===== src/rtl/rotor_param_if.sv =====
// Symbol stream bundle for one rotor stage: input handshake with map controls, and result handshake.
// The master modport is the upstream/downstream environment; the slave modport is the rotor stage.
interface rotor_param_if #(
    parameter int SYM_W = 8
);
    logic             in_valid;
    logic             in_ready;
    logic [SYM_W-1:0] in_sym;
    logic             in_dec;
    logic             in_adv;
    logic             out_valid;
    logic             out_ready;
    logic [SYM_W-1:0] out_sym;
    logic             out_err;

    modport master (
        output in_valid, in_sym, in_dec, in_adv, out_ready,
        input  in_ready, out_valid, out_sym, out_err
    );

    modport slave (
        input  in_valid, in_sym, in_dec, in_adv, out_ready,
        output in_ready, out_valid, out_sym, out_err
    );
endinterface


===== src/rtl/rotor_param.sv =====
// Programmable single rotor stage: forward/backward symbol substitution with stepping and notch carry.
// Optional macro ROTOR_INV_TABLE_EN keeps an inverse table so backward maps in one lookup instead of a scan.
module rotor_param #(
    parameter int SYM_W = 8,
    parameter int ALPHA = 26,
    parameter int BASE  = 65,
    parameter int POS_W = 5
) (
    input  logic             clk,
    input  logic             reset,
    input  logic             cfg_we,
    input  logic [POS_W-1:0] cfg_addr,
    input  logic [POS_W-1:0] cfg_data,
    input  logic             cfg_load,
    input  logic [POS_W-1:0] cfg_start,
    input  logic [POS_W-1:0] cfg_step,
    input  logic [POS_W-1:0] cfg_notch,
    output logic             cfg_err,
    rotor_param_if.slave     io,
    output logic             carry_out,
    output logic [POS_W-1:0] pos
);

    localparam logic [POS_W:0]   ALPHA_E  = (POS_W+1)'(ALPHA);
    localparam logic [SYM_W:0]   BASE_E   = (SYM_W+1)'(BASE);
    localparam logic [SYM_W:0]   LIMIT_E  = (SYM_W+1)'(BASE + ALPHA);
    localparam logic [SYM_W-1:0] BASE_S   = SYM_W'(BASE);

    localparam logic [1:0] S_IDLE = 2'd0;
    localparam logic [1:0] S_MAP  = 2'd1;
`ifndef ROTOR_INV_TABLE_EN
    localparam logic [1:0] S_SCAN = 2'd2;
    localparam logic [POS_W-1:0] LAST_IDX = POS_W'(ALPHA - 1);
`endif
    localparam logic [1:0] S_OUT  = 2'd3;

    // Operands are always already reduced, so one conditional subtract suffices.
    function automatic logic [POS_W-1:0] mod_add(input logic [POS_W-1:0] a, input logic [POS_W-1:0] b);
        logic [POS_W:0] s;
        s = {1'b0, a} + {1'b0, b};
        if (s >= ALPHA_E) s = s - ALPHA_E;
        return s[POS_W-1:0];
    endfunction

    function automatic logic [POS_W-1:0] mod_sub(input logic [POS_W-1:0] a, input logic [POS_W-1:0] b);
        logic [POS_W:0] s;
        s = {1'b0, a} + ALPHA_E - {1'b0, b};
        if (s >= ALPHA_E) s = s - ALPHA_E;
        return s[POS_W-1:0];
    endfunction

    function automatic logic idx_ok(input logic [POS_W-1:0] a);
        return {1'b0, a} < ALPHA_E;
    endfunction

    logic [1:0]       state;
    logic [POS_W-1:0] step_r;
    logic [POS_W-1:0] notch_r;
    logic [POS_W-1:0] wire_tbl [ALPHA];
    logic [POS_W-1:0] t_p1;
`ifdef ROTOR_INV_TABLE_EN
    logic [POS_W-1:0] inv_tbl [ALPHA];
    logic             dec_p1;
`else
    logic [POS_W-1:0] k;
    logic             scan_hit;
    logic [POS_W-1:0] scan_y;
`endif

    logic [SYM_W:0]   sym_e;
    logic             sym_ok;
    logic [POS_W-1:0] x_in;
    logic             we_ok;
    logic             ld_ok;
    logic             cfg_req;
    logic             is_idle;
    logic             accept;
    logic [POS_W-1:0] pos_adv;
    logic [POS_W-1:0] pos_map;
    logic [POS_W-1:0] t_in;
    logic [POS_W-1:0] map_src;
    logic [POS_W-1:0] map_y;

    assign io.in_ready = is_idle && !cfg_req;

    always_comb begin
        sym_e   = {1'b0, io.in_sym};
        sym_ok  = (sym_e >= BASE_E) && (sym_e < LIMIT_E);
        x_in    = POS_W'(sym_e - BASE_E);
        we_ok   = cfg_we && idx_ok(cfg_addr) && idx_ok(cfg_data);
        ld_ok   = cfg_load && idx_ok(cfg_start) && idx_ok(cfg_step) && idx_ok(cfg_notch);
        cfg_req = cfg_we || cfg_load;
        is_idle = (state == S_IDLE);
        accept  = io.in_valid && is_idle && !cfg_req;
        pos_adv = mod_add(pos, step_r);
        pos_map = io.in_adv ? pos_adv : pos;
        t_in    = mod_add(x_in, pos_map);
    end

    always_comb begin
        map_src = wire_tbl[t_p1];
`ifdef ROTOR_INV_TABLE_EN
        if (dec_p1) map_src = inv_tbl[t_p1];
`else
        scan_hit = (wire_tbl[k] == t_p1);
        scan_y   = mod_sub(k, pos);
`endif
        map_y = mod_sub(map_src, pos);
    end

    // Wiring storage: identity after reset, writable only while idle.
    always_ff @(posedge clk) begin
        if (reset) begin
            for (int i = 0; i < ALPHA; i++) begin
                wire_tbl[i] <= POS_W'(i);
`ifdef ROTOR_INV_TABLE_EN
                inv_tbl[i]  <= POS_W'(i);
`endif
            end
        end else if (is_idle && we_ok) begin
            wire_tbl[cfg_addr] <= cfg_data;
`ifdef ROTOR_INV_TABLE_EN
            inv_tbl[cfg_data]  <= cfg_addr;
`endif
        end
    end

    // Accept stage: capture the table index to look up, already offset by the post-step position.
    always_ff @(posedge clk) begin
        if (accept && sym_ok) begin
            t_p1 <= t_in;
`ifdef ROTOR_INV_TABLE_EN
            dec_p1 <= io.in_dec;
`endif
        end
    end

    always_ff @(posedge clk) begin
        if (reset) begin
            state        <= S_IDLE;
            pos          <= '0;
            step_r       <= POS_W'(1);
            notch_r      <= POS_W'(ALPHA - 1);
            cfg_err      <= 1'b0;
            carry_out    <= 1'b0;
            io.out_valid <= 1'b0;
            io.out_sym   <= '0;
            io.out_err   <= 1'b0;
`ifndef ROTOR_INV_TABLE_EN
            k            <= '0;
`endif
        end else begin
            cfg_err   <= 1'b0;
            carry_out <= 1'b0;
            case (state)
                S_IDLE: begin
                    if (cfg_req) begin
                        cfg_err <= (cfg_we && !we_ok) || (cfg_load && !ld_ok);
                        if (ld_ok) begin
                            pos     <= cfg_start;
                            step_r  <= cfg_step;
                            notch_r <= cfg_notch;
                        end
                    end else if (io.in_valid) begin
                        if (!sym_ok) begin
                            state        <= S_OUT;
                            io.out_valid <= 1'b1;
                            io.out_err   <= 1'b1;
                            io.out_sym   <= io.in_sym;
                        end else begin
                            if (io.in_adv) begin
                                pos       <= pos_adv;
                                carry_out <= (pos == notch_r);
                            end
`ifdef ROTOR_INV_TABLE_EN
                            state <= S_MAP;
`else
                            state <= io.in_dec ? S_SCAN : S_MAP;
                            k     <= '0;
`endif
                        end
                    end
                end
                S_MAP: begin
                    state        <= S_OUT;
                    io.out_valid <= 1'b1;
                    io.out_err   <= 1'b0;
                    io.out_sym   <= BASE_S + SYM_W'(map_y);
                end
`ifndef ROTOR_INV_TABLE_EN
                // One table entry per cycle; a missing target means the table is not a permutation.
                S_SCAN: begin
                    if (scan_hit) begin
                        state        <= S_OUT;
                        io.out_valid <= 1'b1;
                        io.out_err   <= 1'b0;
                        io.out_sym   <= BASE_S + SYM_W'(scan_y);
                    end else if (k == LAST_IDX) begin
                        state        <= S_OUT;
                        io.out_valid <= 1'b1;
                        io.out_err   <= 1'b1;
                        io.out_sym   <= '0;
                    end else begin
                        k <= k + POS_W'(1);
                    end
                end
`endif
                S_OUT: begin
                    if (io.out_ready) begin
                        state        <= S_IDLE;
                        io.out_valid <= 1'b0;
                    end
                end
                default: state <= S_IDLE;
            endcase
        end
    end

endmodule


===== src/flat_wrapper.sv =====
// flat-port wrapper written by rule: the top's interface ports become plain ports
module rotor_param_flat 
#(
    parameter int SYM_W = 8,
    parameter int ALPHA = 26,
    parameter int BASE  = 65,
    parameter int POS_W = 5
)
  (clk, reset, cfg_we, cfg_addr, cfg_data, cfg_load, cfg_start, cfg_step, cfg_notch, cfg_err, carry_out, pos, io_in_valid, io_in_sym, io_in_dec, io_in_adv, io_out_ready, io_in_ready, io_out_valid, io_out_sym, io_out_err);
  rotor_param_if #(.SYM_W(SYM_W)) io_i ();
  input  logic clk;
  input  logic reset;
  input  logic cfg_we;
  input  logic [POS_W-1:0] cfg_addr;
  input  logic [POS_W-1:0] cfg_data;
  input  logic cfg_load;
  input  logic [POS_W-1:0] cfg_start;
  input  logic [POS_W-1:0] cfg_step;
  input  logic [POS_W-1:0] cfg_notch;
  output logic cfg_err;
  output logic carry_out;
  output logic [POS_W-1:0] pos;
  input wire logic [$bits(io_i.in_valid)-1:0] io_in_valid;
  input wire logic [$bits(io_i.in_sym)-1:0] io_in_sym;
  input wire logic [$bits(io_i.in_dec)-1:0] io_in_dec;
  input wire logic [$bits(io_i.in_adv)-1:0] io_in_adv;
  input wire logic [$bits(io_i.out_ready)-1:0] io_out_ready;
  output wire logic [$bits(io_i.in_ready)-1:0] io_in_ready;
  output wire logic [$bits(io_i.out_valid)-1:0] io_out_valid;
  output wire logic [$bits(io_i.out_sym)-1:0] io_out_sym;
  output wire logic [$bits(io_i.out_err)-1:0] io_out_err;
  assign io_i.in_valid = io_in_valid;
  assign io_i.in_sym = io_in_sym;
  assign io_i.in_dec = io_in_dec;
  assign io_i.in_adv = io_in_adv;
  assign io_i.out_ready = io_out_ready;
  assign io_in_ready = io_i.in_ready;
  assign io_out_valid = io_i.out_valid;
  assign io_out_sym = io_i.out_sym;
  assign io_out_err = io_i.out_err;
  rotor_param #(.SYM_W(SYM_W), .ALPHA(ALPHA), .BASE(BASE), .POS_W(POS_W)) u_core (.clk(clk), .reset(reset), .cfg_we(cfg_we), .cfg_addr(cfg_addr), .cfg_data(cfg_data), .cfg_load(cfg_load), .cfg_start(cfg_start), .cfg_step(cfg_step), .cfg_notch(cfg_notch), .cfg_err(cfg_err), .io(io_i), .carry_out(carry_out), .pos(pos));
endmodule

===== config.mk =====
export PLATFORM = sky130hd
export DESIGN_NAME = rotor_param_flat
export DESIGN_NICKNAME = d
export VERILOG_FILES = /design/src/rtl/rotor_param_if.sv /design/src/rtl/rotor_param.sv /design/src/flat_wrapper.sv
export SDC_FILE = /design/constraint.sdc
export NUM_CORES = 1
export LEC_CHECK = 0
export BUFFER_PORTS_ARGS = -buffer_cell sky130_fd_sc_hd__buf_2
export CORE_MARGIN = 4
export CORE_UTILIZATION = 62
export DETAILED_ROUTE_END_ITERATION = 12
export PLACE_DENSITY = 0.9
export RECOVER_POWER = 25
export REMOVE_ABC_BUFFERS = 1
export SYNTH_ARGS = -nofsm -noshare
export SYNTH_HDL_FRONTEND = slang
export SYNTH_SLANG_ARGS = --single-unit

===== constraint.sdc =====
create_clock -name clk -period 5.8 [get_ports clk]
set_clock_uncertainty 0.1 [all_clocks]
set_input_delay 1.16 -clock clk [delete_from_list [all_inputs] [get_ports clk]]
set_output_delay 1.16 -clock clk [all_outputs]
set_load 0.1 [all_outputs]

Word level (Yosys, flattened, before mapping)
Memory sizes are Yosys's and may differ from the RTL's. A register that Yosys moved wholly into a read port is not among the register bits.
Cells that the tools add are included.
{"block": "word_totals", "wordCells": 138, "input_bits": 41, "regBits": 39, "memories": 1, "out_inout_bits": 18, "ramBits": 130}
{"memory": "u_core.wire_tbl", "depth": 26, "word_bits": 5, "rd": 2, "rd_clocked_by_memory_dff": 2, "write_ports": 26, "line": "rotor_param.sv:59", "text": "logic [POS_W-1:0] wire_tbl [ALPHA];"}
{"block": "classes", "mux": 49, "n_reduce_logical": 32, "eq_ne": 15, "magnitude_cmp": 11, "n_addsub": 14, "n_bitwise": 5}
{"operator": "5-bit two-way mux", "n": 19}
{"operator": "8-bit two-way mux", "n": 5}
{"operator": "5-bit less-than comparator (second input constant)", "n": 5}
{"operator": "6-bit by 5-bit >= comparator with 1-bit output (second input constant)", "n": 4}
{"operator": "8-bit case mux with 3 select lines", "n": 1}
{"operator": "5-bit subtractor (second input constant)", "n": 4}
{"operator": "7-bit by 5-bit adder with 8-bit output (first input constant)", "n": 2}
{"operator": "2-bit two-way mux", "n": 7}
{"operator": "1-bit logical AND", "n": 13}
{"operator": "1-bit two-way mux", "n": 13}
{"operator": "5-bit by 5-bit adder with 6-bit output", "n": 2}
{"operator": "5-bit by 5-bit adder with 6-bit output (second input constant)", "n": 2}
{"operator": "2-bit inequality test (second input constant)", "n": 6}
{"operator": "6-bit by 5-bit subtractor with 6-bit output", "n": 2}
{"operator": "5-bit equality test", "n": 2}
{"operator": "5-bit case mux with 2 select lines", "n": 1}
{"operator": "5-bit AND reduction", "n": 2}
{"operator": "8-bit by 7-bit >= comparator with 1-bit output (second input constant)", "n": 1}
{"operator": "8-bit by 7-bit less-than comparator with 1-bit output (second input constant)", "n": 1}
{"operator": "2-bit case mux with 4 select lines", "n": 1}
{"operator": "4-bit AND reduction", "n": 2}
{"operator": "6-bit AND reduction", "n": 1}
{"operator": "2-bit nonzero test", "n": 3}
{"operator": "6-bit OR reduction", "n": 1}
{"operator": "other kinds (17)", "n": 26}

Longest topological paths before layout
{"block": "logic_depth", "depth_word": 9, "mapped_depth": 21, "mapped_depth_nobuf": 19}

Worst setup path after synthesis
No wires, ideal clock.
{"block": "synth_timing", "path_kind": "register to register", "from": "register u_core.pos[0]", "to": "register u_core.t_p1[2] (data pin)", "arrival_ps": 4924, "path_buffers": 0, "setup_ps": 266, "setup_slack_ps": 511, "stages_incl_launch_ff": 20, "required_ps": 5434, "synth_period_minus_slack_ps": 5289, "cell_sequence": "dfxtp_1 > ha_1 > inv_1 > fa_1 > or3b_1 > a211oi_1 > o21ai_0 > a21oi_1 > o31a_1 > xnor2_1 > ha_1 > o21bai_1 > a21o_1 > a21oi_1 > mux2i_1 > nand3b_1 > o21ai_0 > mux2i_1 > nor2_1 > mux2i_1"}
{"block": "synth_via", "elab_chain_len": 7, "elab_cells_between_ends": 9, "classes_between": "add/sub (4); order compare (2); mux (3)"}
{"element": "start, declared", "line": "rotor_param.sv:21", "text": "output logic [POS_W-1:0] pos"}
{"element": "start signal, assigned", "line": "rotor_param.sv:160", "text": "pos <= cfg_start;"}
{"element": "start signal, assigned", "line": "rotor_param.sv:172", "text": "pos <= pos_adv;"}
{"element": "5-bit by 5-bit adder with 6-bit output", "line": "rotor_param.sv:40", "text": "s = {1'b0, a} + {1'b0, b};"}
{"element": "5-bit subtractor or 6-bit by 5-bit >= comparator with 1-bit output (tied branches)", "line": "rotor_param.sv:41", "text": "if (s >= ALPHA_E) s = s - ALPHA_E;"}
{"element": "5-bit two-way mux", "line": "rotor_param.sv:41"}
{"element": "5-bit two-way mux *", "line": "rotor_param.sv:96", "text": "pos_map = io.in_adv ? pos_adv : pos;"}
{"element": "5-bit by 5-bit adder with 6-bit output *", "line": "rotor_param.sv:40"}
{"element": "5-bit subtractor or 6-bit by 5-bit >= comparator with 1-bit output (tied branches)", "line": "rotor_param.sv:41"}
{"element": "5-bit two-way mux *", "line": "rotor_param.sv:41"}
{"element": "named net u_core.t_in[2]", "line": "rotor_param.sv:80", "text": "logic [POS_W-1:0] t_in;"}
{"element": "end signal, assigned", "line": "rotor_param.sv:131", "text": "t_p1 <= t_in;"}
{"element": "end, declared", "line": "rotor_param.sv:60", "text": "logic [POS_W-1:0] t_p1;"}
The timed path passes the listed nets; every way through them passes the cells marked *.
A chain may end at the register's enable or synchronous reset.

Final worst setup path
Same ends and word-level chain as after synthesis.

==> metrics.md <==
| Metric | Value |
|---|---|
| Vias | roughly 8900 |
| Routability cong. | 0.923 |
| Met3 Wirelength | between 3 and 4 mm |
| PortBufs | 58 |
| Yosys warnings | 0 |
| Synth unique cells | 66 |
| Clk root buf | clkbuf_16 |
| Syn_area_per_cell | around 12 um2 |
| Maximum clock path buffer count | 3 |
| Family with the most delay on the worst path | compound AO/OA/AOI/OAI gates |
| Compound-gate portion of the synthesized area | around 6.2% |
| CTS clock-pin slew for the worst setup and hold paths | 0.06 ns |
| Register area share after synthesis | between 40% and 50% |
| MaxCap Viol Count | 3 |
| Max Clk Rate | roughly 0.20 GHz |
| Die H | ~150 um |
| Slew Viols, Final | 85 |
| CTS tree | done |
| Crit path buf inv count | 1 |
| Synth Cell Area | around 12000 um2 |
| XOR/XNOR Fraction of Synth Area | between 2 and 3% |
| Most frequent CP cell | mux2i_1 |
| Post-Place Cells | 1298 |
| DP Worst Slack | 0.831 ns |
| Die area | approximately 22000 um2 |
| Initial antenna violation count | 1 |
| NumNets Final | about 1100 |
| Grt total ovfl | 0 |
| Io pins | 59 |
| Cts hold-fix bufs | 0 |
| Outcome | finished, violations left |
| Die X-Extent | around 150 um |
| Fraction of layout cells with a size suffix above 1 | between 20% and 30% |
| DR WL/cell | about 23 um |
| Kind of critical path | reg -> reg |
| Crit path time final | approximately 5 ns |
| Via density | 6.64 |
| Failing checks | max-capacitance violations, max-slew violations |
| CP Cell Sequence | ha_1 > inv_1 > fa_1 > or3b_1 > a211oi_1 > o21ai_0 > a21oi_1 > o31a_1 > xnor2_1 > ha_1 > o21bai_1 > a21o_1 > a21oi_1 > mux2i_1 > nand3b_1 > o21ai_0 > mux2i_1 > nor2_1 > mux2i_1 |
| Core Area | slightly below 20000 um2 |
| Slew margin rel. | -44.6% |
| ANT nets after route | 0 |
| Initial core utilization | a little under two thirds |
| Final core occ | 69.7% |
| Global-route wire length before repair | about 49 mm |
| Final TNS setup | 0 ns |
| Async set-reset flop share out of synthesis | 0% |
| Clk sinks | approximately 210 |
| Post_cts resized | 0 |
| Synth Area in Adders | 4.92% |
| Largest net degree at the start of global routing | between 50 and 60 |
| Synth Area in Simple Gates | 14.6% |
| RSZ-0062 raised after global routing | no |
| Area leader, netlist | edfxtp_1 |
| Synth top area share | between 30% and 40% |
| Worst Setup End Kind | flop |
| GRT Total Usage | 28.7% |
| Vias in the first global route | between 8000 and 9000 |
| Largest family of logic cells by synthesized area | multiplexers |
| Hold Vio Cnt, Final | 0 |
| Cells after Synth | ~1000 |
| H-tree depth | 1 |
| Worst VDD drop | 0.281 mV |
| CP startpoint kind | flop |
| Crit path DAT | 5.19 ns |
| Clk Latency, worst-skew pair | about 0.53 ns |
| Multiplexer share of the synthesized area | approximately a fifth |
| Most used DFF post-synth | edfxtp_1 |
| Final setup margin | slightly below 0.8 ns |
| FP Rows | 51 |
| Worst Hold Class | reg -> reg |
| HPWL Detailed | approximately 22 mm |
| DR DRC count | 0 |
| Non-filler cells, final | 1338 |
| Tcrit/Tclk final | slightly below 90% |
| Number of synthesized flops with an enable pin | 165 |
| Max stage delay cell, worst path | fa_1 |
| ANT cells | 0 |
| Leading post-synthesis cells by cell area | edfxtp_1, mux4_2, dfxtp_1 |
| Max stage delay on crit path | 0.44 ns |
| Starting DRT DRC Count | around 1100 |
| Leak Pwr | roughly 4.6 nW |
| Slew @ Worst Pin | approximately 2.2 ns |
| Critical Path RT | about 6.0 ns |
| Final count of negative-setup-slack endpoints | 0 |
| M1 wire length | ~11 mm |
| Met2 Routed Length | 15.1 mm |
| CTS buffer count | 23 |
| P&R area growth vs syn | 9.98% |
| Post-CTS setup buffer count | 0 |
| Top sig layer | met5 |
| Design Power | 4.61 mW |
| Number of synthesized register bits | between 200 and 250 |
| TritonRoute pass-1 iters | 5 |
| Pwr Density | roughly 340 nW/um2 |
| Crit path max fanout | 6 |
| Wirelength, routed | 31.4 mm |
## per-layer routing
layer	up-vias	track usage [%]
li1	3872	-
met4	2	10.1
met1	4287	37.3
met3	115	8.18
met2	611	46.9
met5	-	0
## power by group
| part | switching [mW] | leakage, nW | internal, mW |
|---|---|---|---|
| Combinational | 0.916 | 2.43 | 0.504 |
| Clock | 0.599 | 0.345 | 0.802 |
| Sequential | 0.0777 | 1.84 | 1.71 |
| Total | 1.59 | 4.61 | 3.02 |
## cell usage in the layout, fill, tap and decap left out, drive strengths merged, types with 5 or more instances in the layout
cell    count
or2        27
nand3b      5
nand2      54
and2       45
conb       30
buf        44
nand2b      9
ha         44
a211o       7
dfxtp      44
mux2i      24
inv        51
o21ai      18
nand3      14
edfxtp    165
nor3       37
xor2       13
or3        44
nor2       80
mux2        5
o31ai       5
clkinv     10
xnor2      27
o211ai      9
a21o        8
mux4      100
nor2b       9
a211oi      8
clkbuf     54
nand4       5
a21oi      25
## flip-flops by register name, indices dropped and copies added (netlist names), 2 cells and up, named ones only
register           flops
u_core.wire_tbl      160
u_core.io.out_sym      8
u_core.k               5
u_core.notch_r         5
u_core.step_r          5
u_core.t_p1            5
u_core.pos             4
u_core.state           2
## worst reg2reg max path, delay by kind of cell, from the launching register on
kind | cells | cell delay [ns]
buf+inv | 1 | 0.07
simple gates | 3 | 0.77
xor+xnor | 1 | 0.16
fa+ha+maj | 3 | 0.92
flops | 1 | 0.33
mux | 3 | 0.49
compound gates | 8 | 1.92
## stage by stage
| step | area (um2) | hold WS [ns] |
|---|---|---|
| after floorplan | 12200 | 0.364 |
| after global placement | 13000 | 0.333 |
| after detailed placement | 13000 | 0.341 |
| after CTS | 13700 | 0.354 |
| after global routing | 13700 | 0.366 |
| final | 13700 | 0.356 |
## cell type report
class / instances / area [um2]
clock buffer: 29 / 619
clock inverter: 11 / 91.3
fill: 1311 / 5940
inverter: 52 / 195
multi-input combinational: 703 / 6210
sequential: 209 / 5840
tap: 265 / 332
timing repair buffer: 69 / 364
## path summary, 6_finish.rpt
path,from,to,slack [ns],cells past startpoint
worst max-delay path,u_core.pos[0],u_core.t_p1[2],0.78,19
worst min-delay path,u_core.io.out_sym[3],u_core.io.out_sym[3],0.36,2
worst min register to register,u_core.io.out_sym[3],u_core.io.out_sym[3],0.36,2
worst max register to register,u_core.pos[0],u_core.t_p1[2],0.78,19
## cells in the mapped netlist (all sizes together) (5+ instances only)
| master | n |
|---|---|
| a211o | 7 |
| a211oi | 8 |
| a21o | 8 |
| a21oi | 25 |
| and2 | 45 |
| buf | 15 |
| clkbuf | 54 |
| dfxtp | 44 |
| edfxtp | 165 |
| ha | 44 |
| inv | 50 |
| mux2 | 5 |
| mux2i | 24 |
| mux4 | 100 |
| nand2 | 54 |
| nand2b | 9 |
| nand3 | 14 |
| nand3b | 5 |
| nand4 | 5 |
| nor2 | 80 |
| nor2b | 9 |
| nor3 | 37 |
| o211ai | 9 |
| o21ai | 18 |
| o31ai | 5 |
| or2 | 27 |
| or3 | 44 |
| xnor2 | 27 |
| xor2 | 13 |
## kinds of logic (layout without fill, tap and decap cells)
family,count (synthesis),after routing
compound gates,110,110
flops,209,209
xor+xnor,40,40
simple gates,347,347
other cells,1,30
buf+inv,121,161
fa+ha+maj,47,47
mux,129,129
Power figures use the tool's default switching activity.
